`src/rtl/rheed_sched_pkg.sv`:
```
// Shared types and helpers for the RHEED frame scheduler.
package rheed_sched_pkg;

  typedef enum logic [1:0] {
    IDLE  = 2'd0,
    START = 2'd1,
    RUN   = 2'd2
  } state_t;

  localparam int LAT_W = 32;

  // Clamp a requested crop origin to the last legal origin. Both operands are
  // widened to 32-bit unsigned so the compare never wraps.
  function automatic int unsigned clamp_origin(input int unsigned req,
                                               input int unsigned max_origin);
    return (req > max_origin) ? max_origin : req;
  endfunction

endpackage

```
`src/rtl/rheed_frame_scheduler_sat_counter.sv`:
```
// Saturating up-counter with synchronous clear; holds at all-ones.
module sat_counter #(
  parameter int W = 16
) (
  input  logic         clk,
  input  logic         rst,
  input  logic         clr,
  input  logic         inc,
  output logic [W-1:0] q
);

  logic [W-1:0] q_q, q_d;

  // Next value: clear has priority, increment stops at the ceiling.
  always_comb begin
    q_d = q_q;
    if (clr) begin
      q_d = '0;
    end else if (inc && (q_q != {W{1'b1}})) begin
      q_d = q_q + 1'b1;
    end
  end

  // Count register.
  always_ff @(posedge clk or posedge rst) begin
    if (rst) begin
      q_q <= '0;
    end else begin
      q_q <= q_d;
    end
  end

  assign q = q_q;

endmodule

```
`src/rtl/rheed_frame_scheduler.sv`:
```
// Frame-level sequencer for the RHEED inference pipeline: one ap_start per
// accepted start-of-frame, stable crop window per frame, completion by result
// beat count, drop counting, sticky timeout flag.
// Optional latency statistics are built when RHEED_SCHED_PERF_EN is defined;
// otherwise last_latency/max_latency read as zero.
//
// Handshakes: ap_start is raised in START and held until a cycle in which
// pipe_ap_ready is 1 (that cycle is the acceptance); a result beat is any
// cycle with res_tvalid && res_tready while in RUN. Both are sampled on the
// rising clock edge.
module rheed_frame_scheduler
  import rheed_sched_pkg::*;
#(
  parameter int IN_ROWS        = 20,
  parameter int IN_COLS        = 20,
  parameter int OUT_ROWS       = 20,
  parameter int OUT_COLS       = 20,
  parameter int NUM_RESULTS    = 1,
  parameter int TIMEOUT_CYCLES = 1000000,
  parameter int CNT_W          = 16
) (
  input  logic                       clk,
  input  logic                       reset,
  input  logic                       enable,
  input  logic                       sof,
  input  logic [$clog2(IN_COLS)-1:0] cfg_crop_x0,
  input  logic [$clog2(IN_ROWS)-1:0] cfg_crop_y0,
  input  logic                       cfg_update,
  input  logic                       pipe_ap_ready,
  output logic                       ap_start,
  output logic [$clog2(IN_COLS)-1:0] crop_x0,
  output logic [$clog2(IN_ROWS)-1:0] crop_y0,
  input  logic                       res_tvalid,
  input  logic                       res_tready,
  output logic                       busy,
  output logic [CNT_W-1:0]           frames_done,
  output logic [CNT_W-1:0]           frames_dropped,
  output logic                       timeout_err,
  input  logic                       err_clr,
  output logic [LAT_W-1:0]           last_latency,
  output logic [LAT_W-1:0]           max_latency
);

  localparam int XW     = $clog2(IN_COLS);
  localparam int YW     = $clog2(IN_ROWS);
  localparam int BEAT_W = $clog2(NUM_RESULTS + 1);
  localparam int TMO_W  = $clog2(TIMEOUT_CYCLES + 1);
  localparam int unsigned X_MAX = IN_COLS - OUT_COLS;
  localparam int unsigned Y_MAX = IN_ROWS - OUT_ROWS;

  state_t            state_q, state_d;
  logic              ap_start_q, ap_start_d;
  logic              busy_q, busy_d;
  logic [XW-1:0]     crop_x_q, crop_x_d, pend_x_q, pend_x_d;
  logic [YW-1:0]     crop_y_q, crop_y_d, pend_y_q, pend_y_d;
  logic [BEAT_W-1:0] beat_q, beat_d;
  logic [TMO_W-1:0]  tmo_q, tmo_d;
  logic              err_q, err_d;

  logic [XW-1:0] cfg_x_clamped;
  logic [YW-1:0] cfg_y_clamped;
  logic          beat, last_beat, tmo_hit, accept, tmo_fire;
  logic          start_now, done_inc, drop_inc;

  assign cfg_x_clamped = XW'(clamp_origin(32'(cfg_crop_x0), X_MAX));
  assign cfg_y_clamped = YW'(clamp_origin(32'(cfg_crop_y0), Y_MAX));

  assign beat      = res_tvalid && res_tready;
  assign last_beat = (state_q == RUN) && beat && (beat_q == BEAT_W'(NUM_RESULTS - 1));
  assign tmo_hit   = (tmo_q == TMO_W'(TIMEOUT_CYCLES - 1));
  assign accept    = (state_q == START) && pipe_ap_ready && !tmo_hit;
  // Completion on the same cycle as the deadline counts as completion.
  assign tmo_fire  = tmo_hit && ((state_q == START) || ((state_q == RUN) && !last_beat));

  // Next-state, start strobe, crop/shadow updates and counter events.
  always_comb begin
    state_d    = state_q;
    ap_start_d = ap_start_q;
    crop_x_d   = crop_x_q;
    crop_y_d   = crop_y_q;
    pend_x_d   = pend_x_q;
    pend_y_d   = pend_y_q;
    beat_d     = beat_q;
    tmo_d      = tmo_q;
    start_now  = 1'b0;
    done_inc   = 1'b0;
    drop_inc   = 1'b0;

    case (state_q)
      IDLE: begin
        start_now = sof && enable;
      end
      START: begin
        drop_inc = sof;
        if (tmo_hit) begin
          state_d    = IDLE;
          ap_start_d = 1'b0;
        end else begin
          tmo_d = tmo_q + 1'b1;
          if (accept) begin
            state_d    = RUN;
            ap_start_d = 1'b0;
          end
        end
      end
      RUN: begin
        if (last_beat) begin
          // A sof landing on the completion cycle restarts instead of dropping.
          done_inc = 1'b1;
          if (sof && enable) begin
            start_now = 1'b1;
          end else begin
            state_d = IDLE;
          end
        end else begin
          drop_inc = sof;
          if (tmo_hit) begin
            state_d = IDLE;
          end else begin
            tmo_d = tmo_q + 1'b1;
            if (beat) begin
              beat_d = beat_q + 1'b1;
            end
          end
        end
      end
      default: begin
        state_d    = IDLE;
        ap_start_d = 1'b0;
      end
    endcase

    if (start_now) begin
      state_d    = START;
      ap_start_d = 1'b1;
      tmo_d      = '0;
      beat_d     = '0;
      // A same-cycle cfg_update bypasses the shadow.
      crop_x_d   = cfg_update ? cfg_x_clamped : pend_x_q;
      crop_y_d   = cfg_update ? cfg_y_clamped : pend_y_q;
    end

    if (cfg_update) begin
      pend_x_d = cfg_x_clamped;
      pend_y_d = cfg_y_clamped;
    end
  end

  // Sticky timeout flag; a new timeout beats a same-cycle clear.
  always_comb begin
    err_d  = err_q;
    busy_d = (state_d != IDLE);
    if (tmo_fire) begin
      err_d = 1'b1;
    end else if (err_clr) begin
      err_d = 1'b0;
    end
  end

  // Control and output registers.
  always_ff @(posedge clk or posedge reset) begin
    if (reset) begin
      state_q    <= IDLE;
      ap_start_q <= 1'b0;
      busy_q     <= 1'b0;
      crop_x_q   <= '0;
      crop_y_q   <= '0;
      pend_x_q   <= '0;
      pend_y_q   <= '0;
      beat_q     <= '0;
      tmo_q      <= '0;
      err_q      <= 1'b0;
    end else begin
      state_q    <= state_d;
      ap_start_q <= ap_start_d;
      busy_q     <= busy_d;
      crop_x_q   <= crop_x_d;
      crop_y_q   <= crop_y_d;
      pend_x_q   <= pend_x_d;
      pend_y_q   <= pend_y_d;
      beat_q     <= beat_d;
      tmo_q      <= tmo_d;
      err_q      <= err_d;
    end
  end

  sat_counter #(.W(CNT_W)) u_done_cnt (
    .clk (clk),
    .rst (reset),
    .clr (1'b0),
    .inc (done_inc),
    .q   (frames_done)
  );

  sat_counter #(.W(CNT_W)) u_drop_cnt (
    .clk (clk),
    .rst (reset),
    .clr (1'b0),
    .inc (drop_inc),
    .q   (frames_dropped)
  );

`ifdef RHEED_SCHED_PERF_EN
  logic [LAT_W-1:0] lat_cnt, lat_now;
  logic [LAT_W-1:0] last_lat_q, last_lat_d, max_lat_q, max_lat_d;

  // Cleared on acceptance, counts RUN cycles; latency = count + 1 at last beat.
  sat_counter #(.W(LAT_W)) u_lat_cnt (
    .clk (clk),
    .rst (reset),
    .clr (accept),
    .inc (state_q == RUN),
    .q   (lat_cnt)
  );

  assign lat_now = (lat_cnt == {LAT_W{1'b1}}) ? lat_cnt : lat_cnt + 1'b1;

  // Latch latency statistics on completed frames only.
  always_comb begin
    last_lat_d = last_lat_q;
    max_lat_d  = max_lat_q;
    if (done_inc) begin
      last_lat_d = lat_now;
      if (lat_now > max_lat_q) begin
        max_lat_d = lat_now;
      end
    end
  end

  // Latency statistic registers.
  always_ff @(posedge clk or posedge reset) begin
    if (reset) begin
      last_lat_q <= '0;
      max_lat_q  <= '0;
    end else begin
      last_lat_q <= last_lat_d;
      max_lat_q  <= max_lat_d;
    end
  end

  assign last_latency = last_lat_q;
  assign max_latency  = max_lat_q;
`else
  assign last_latency = '0;
  assign max_latency  = '0;
`endif

  assign ap_start    = ap_start_q;
  assign busy        = busy_q;
  assign crop_x0     = crop_x_q;
  assign crop_y0     = crop_y_q;
  assign timeout_err = err_q;

endmodule

```
`config.mk`:
```
export PLATFORM = sky130hd
export DESIGN_NAME = rheed_frame_scheduler
export DESIGN_NICKNAME = d
export VERILOG_FILES = /design/src/rtl/rheed_sched_pkg.sv /design/src/rtl/rheed_frame_scheduler_sat_counter.sv /design/src/rtl/rheed_frame_scheduler.sv
export SDC_FILE = /design/constraint.sdc
export NUM_CORES = 1
export LEC_CHECK = 0
export ABC_AREA = 1
export CORE_ASPECT_RATIO = 1.5
export CORE_MARGIN = 3
export CORE_UTILIZATION = 40
export CTS_CLUSTER_SIZE = 30
export DETAILED_ROUTE_END_ITERATION = 8
export HOLD_SLACK_MARGIN = 0.15
export PLACE_DENSITY = 0.7
export SETUP_SLACK_MARGIN = 0.15
export SLEW_MARGIN = 25
export SYNTH_ARGS = -nofsm -noshare
export SYNTH_HDL_FRONTEND = slang
export SYNTH_HIERARCHICAL = 1
export SYNTH_SLANG_ARGS = --single-unit
```
`constraint.sdc`:
```
create_clock -name clk -period 1.9 [get_ports clk]
set_input_delay 0.57 -clock clk [delete_from_list [all_inputs] [get_ports clk]]
set_output_delay 0.57 -clock clk [all_outputs]
set_load 0.01 [all_outputs]
```
==> flow_summary.toml <==
[place]
post-place-ws_ps = -351
place.gp.congestion = 0.866
placedCellCount = 949
hpwlAfterDp_microns = 8440
place_area_sq_um = 5860
port_buffers = 53

[logic_synthesis]
synth_top_family_by_area = "simple AND/OR/NAND/NOR gates"
synth-edff-count = 0
synthMuxAreaShare_pct = 0
synthArstFlopShare_pct = 100
synth_area_leaders = "dfrtp_1 38%, nand2_1 17%, buf_4 9.5%"
synth_fa_ha_area_share_pct = 1.70
synth-main-ff-cell = "dfrtp_1"
syn-cell-area_sq_um = 5150
synth_warnings = 6
synthCells = 715
synth_xor_area_share_pct = 3.57
seq_area_frac_synth_pct = 37.9
synth-seq-cells = 78
synth_compound_area_share_pct = 3.21
synth_cell_type_count = 34
yosys.area_share.simple_pct = 36.6
yosysTopAreaCell = "dfrtp_1"
syn_area_per_cell_sq_um = 7.20
yosysTopAreaCellShare_pct = 37.9

[pwr]
power_density_nw_per_um2 = 838
power_frac_seq_pct = 33.0
max-vdd-ir-drop_mv = 0.769
p_sw_mw = 1.98
combPwrFrac_pct = 35.3
switching_share_pct = 34.9
p_clk_share_pct = 31.8
internal-power_mw = 3.69
p_leak_nw = 3.69

[timing]
hold_violations = 0
timing.final.ws_setup_ps = 75.3
rsz0062_at_grt = "yes"
final-max-slew-violation-count = 0
fin_worst_skew_ps = 8.52
post-route-period-util_pct = 96.0
period_needed_ps = 1820
finalSetupViolCount = 0
fmax_mhz = 548

[floorplanning]
ios = 128
start_util_pct = 41.2
core_sq_um = 12500
die_w_microns = 98.6
fp-row-count = 50
die_area_sq_um = 14300
die_height_microns = 145

[drt]
drcViolationCount = 0
avgRoutedWirePerCell_microns = 12.5
vias = 4742
via_per_inst = 4.73
ant_nets = 0
firstDrtPassIters = 4
routed_wirelength_microns = 12500
drtIter0Drc = 246

[run]
drv_cap = 0

[global_routing]
grt_usage_pct = 17.2
antenna_found_initial = 0
first_global_vias = 4410
gr-total-overflow = 0
grt_pass1_wl_microns = 20400
grt_start_max_net_pins = 37

[layout]
antennaDiodeCount = 0
nFillCells = 1154
fin_nets = 868
final_cell_count_no_fill = 1003
final_area_sq_um = 6770
area_delta_synth_final_pct = 31.4
drive_gt1_share_pct = 22.0

[worst_hold_path]
min_to = "crop_x0[1]"
holdCritStartpoint = "crop_x0[1]"
holdPathStages = 2
hold_path_class = "register to register"

[critical_path]
crit_path_start_kind = "register"
worstSetupEndpointType = "register"
required_ps = 2130
reg2reg_from = "state_q[0]"
crit_type = "register to register"
crit_fanout = 7
reg2reg_slack_ps = 80
reg2reg_to = "tmo_q[1]"
critPathArrivalTime_ps = 2060
reg2regPathDepth = 11

[clocking]
cts_buffer_depth = 2
htree_levels = 3
clock-sinks = 78
path_clk_slew_ps = 70
cts_buffers = 9
root_buffer = "clkbuf_16"
cts_tree = "done"
clock_latency_ps = 350
cts_hold_buf = 0

[outcome]
status = "finished clean"
-- kinds of logic after synthesis --
logic type,Yosys count
AO/OA/AOI/OAI,29
adder cells (fa/ha/maj),7
buffers and inverters,156
AND/OR/NAND/NOR,423
other,1
XOR/XNOR,21
flip-flops,78
-- flip-flops by register name, indices dropped and copies added, names as in the netlist --
register and count:
crop_y0 5, pend_y_q 5, tmo_q 20, ap_start 1
state_q 2, u_done_cnt/q 16, crop_x0 5, busy 1
pend_x_q 5, u_drop_cnt/q 16, timeout_err 1, beat_q 1
-- stage by stage --
stage | hold slack [ps] | TNS, ps | power (mW) | utilization (%)
2_1_floorplan | 459 | 0 | 2.88 | -
3_3_place_gp | 454 | -15130 | 3.21 | 46.9
3_5_place_dp | 461 | -15970 | 3.22 | 46.9
4_1_cts | 472 | 0 | 5.09 | 50.3
5_1_grt | 490 | -29.0 | 5.98 | 54.1
6_report | 469 | 0 | 5.67 | 54.1
-- synthesized netlist by cell type, drive strengths merged, types with 2 or more instances --
library cell / n
ha: 7
nand2: 247
xnor2: 6
nand3: 45
nand4: 29
a21oi: 7
clkinv: 2
nor3: 3
nor2: 91
dfrtp: 78
o21ai: 20
or2: 4
inv: 75
clkbuf: 2
buf: 77
xor2: 15
nand3b: 4
-- routing by layer --
metal / vias to the layer above / wire length [microns] / GRT usage (%)
met2: 132 / 6680 / 30.6
met5: - / 0 / 0
met3: 20 / 523 / 3.08
met4: 0 / 222 / 6.08
met1: 2228 / 5110 / 20.4
li1: 2362 / - / -
-- cell type report --
cell class / count / area (sq um) / area share [%]
clock inverters: 7 / 78.8 / 1.16
well taps: 156 / 195 / 2.88
clock buffers: 9 / 225 / 3.33
inverters: 77 / 307 / 4.53
multi-input cells: 553 / 2850 / 42.1
flip-flops and latches: 78 / 1970 / 29.1
repair buffers: 123 / 1150 / 16.9
-- placed cells by master, fill, tap and decap left out, types with 3 or more instances in the layout --
| cell | n |
|---|---|
| nand2_1 | 213 |
| o21ai_0 | 4 |
| nor2_1 | 70 |
| clkbuf_16 | 12 |
| xor2_1 | 15 |
| inv_1 | 62 |
| or2_2 | 3 |
| nand2_4 | 15 |
| nand3_1 | 44 |
| nand3b_1 | 4 |
| buf_4 | 54 |
| ha_1 | 4 |
| dfrtp_2 | 12 |
| buf_6 | 7 |
| dlygate4sd2_1 | 47 |
| inv_2 | 11 |
| o21ai_2 | 6 |
| inv_6 | 4 |
| nand2_2 | 19 |
| conb_1 | 72 |
| nor2_4 | 9 |
| a21oi_1 | 5 |
| o21ai_1 | 9 |
| nand4_1 | 28 |
| xnor2_1 | 6 |
| buf_12 | 4 |
| dfrtp_1 | 66 |
| ha_4 | 3 |
| nor2_2 | 10 |
| clkinvlp_4 | 3 |
| clkdlybuf4s50_1 | 4 |
-- power groups by stage --
stage / clock network, mW / registers [mW] / logic, mW
after floorplan: 0 / 1.89 / 0.989
after global placement: 0 / 1.89 / 1.32
after detailed placement: 0 / 1.89 / 1.32
after CTS: 1.82 / 1.86 / 1.41
after global routing: 1.92 / 1.88 / 2.19
final: 1.80 / 1.87 / 2.00
-- timing repair --
item                       in CTS  in global routing
setup buffers                  19                 15
resized for setup              64                 77
pin swaps                       5                 30
setup endpoints to repair      94                 57
gates cloned                    1                  3
-- worst max-delay path, cell delays in order, from the launching register on --
cell	delay (ps)
dfrtp_1	400
inv_2	100
ha_4	170
nand4_4	100
buf_12	150
o21ai_4	180
nand2_2	100
nand2_4	110
nand2_8	110
buf_8	160
nand2_1	60
o21ai_1	60
-- worst max-delay path by stage --
stage	start	to	slack (ps)
after floorplan	state_q[0]	u_drop_cnt/q[14]	170
after global placement	res_tvalid	u_drop_cnt/q[14]	-340
after detailed placement	res_tvalid	u_drop_cnt/q[14]	-350
after CTS	state_q[1]	u_drop_cnt/q[14]	150
after global routing	state_q[0]	tmo_q[5]	-20
final	state_q[0]	tmo_q[1]	80
Power figures use the tool's default switching activity.
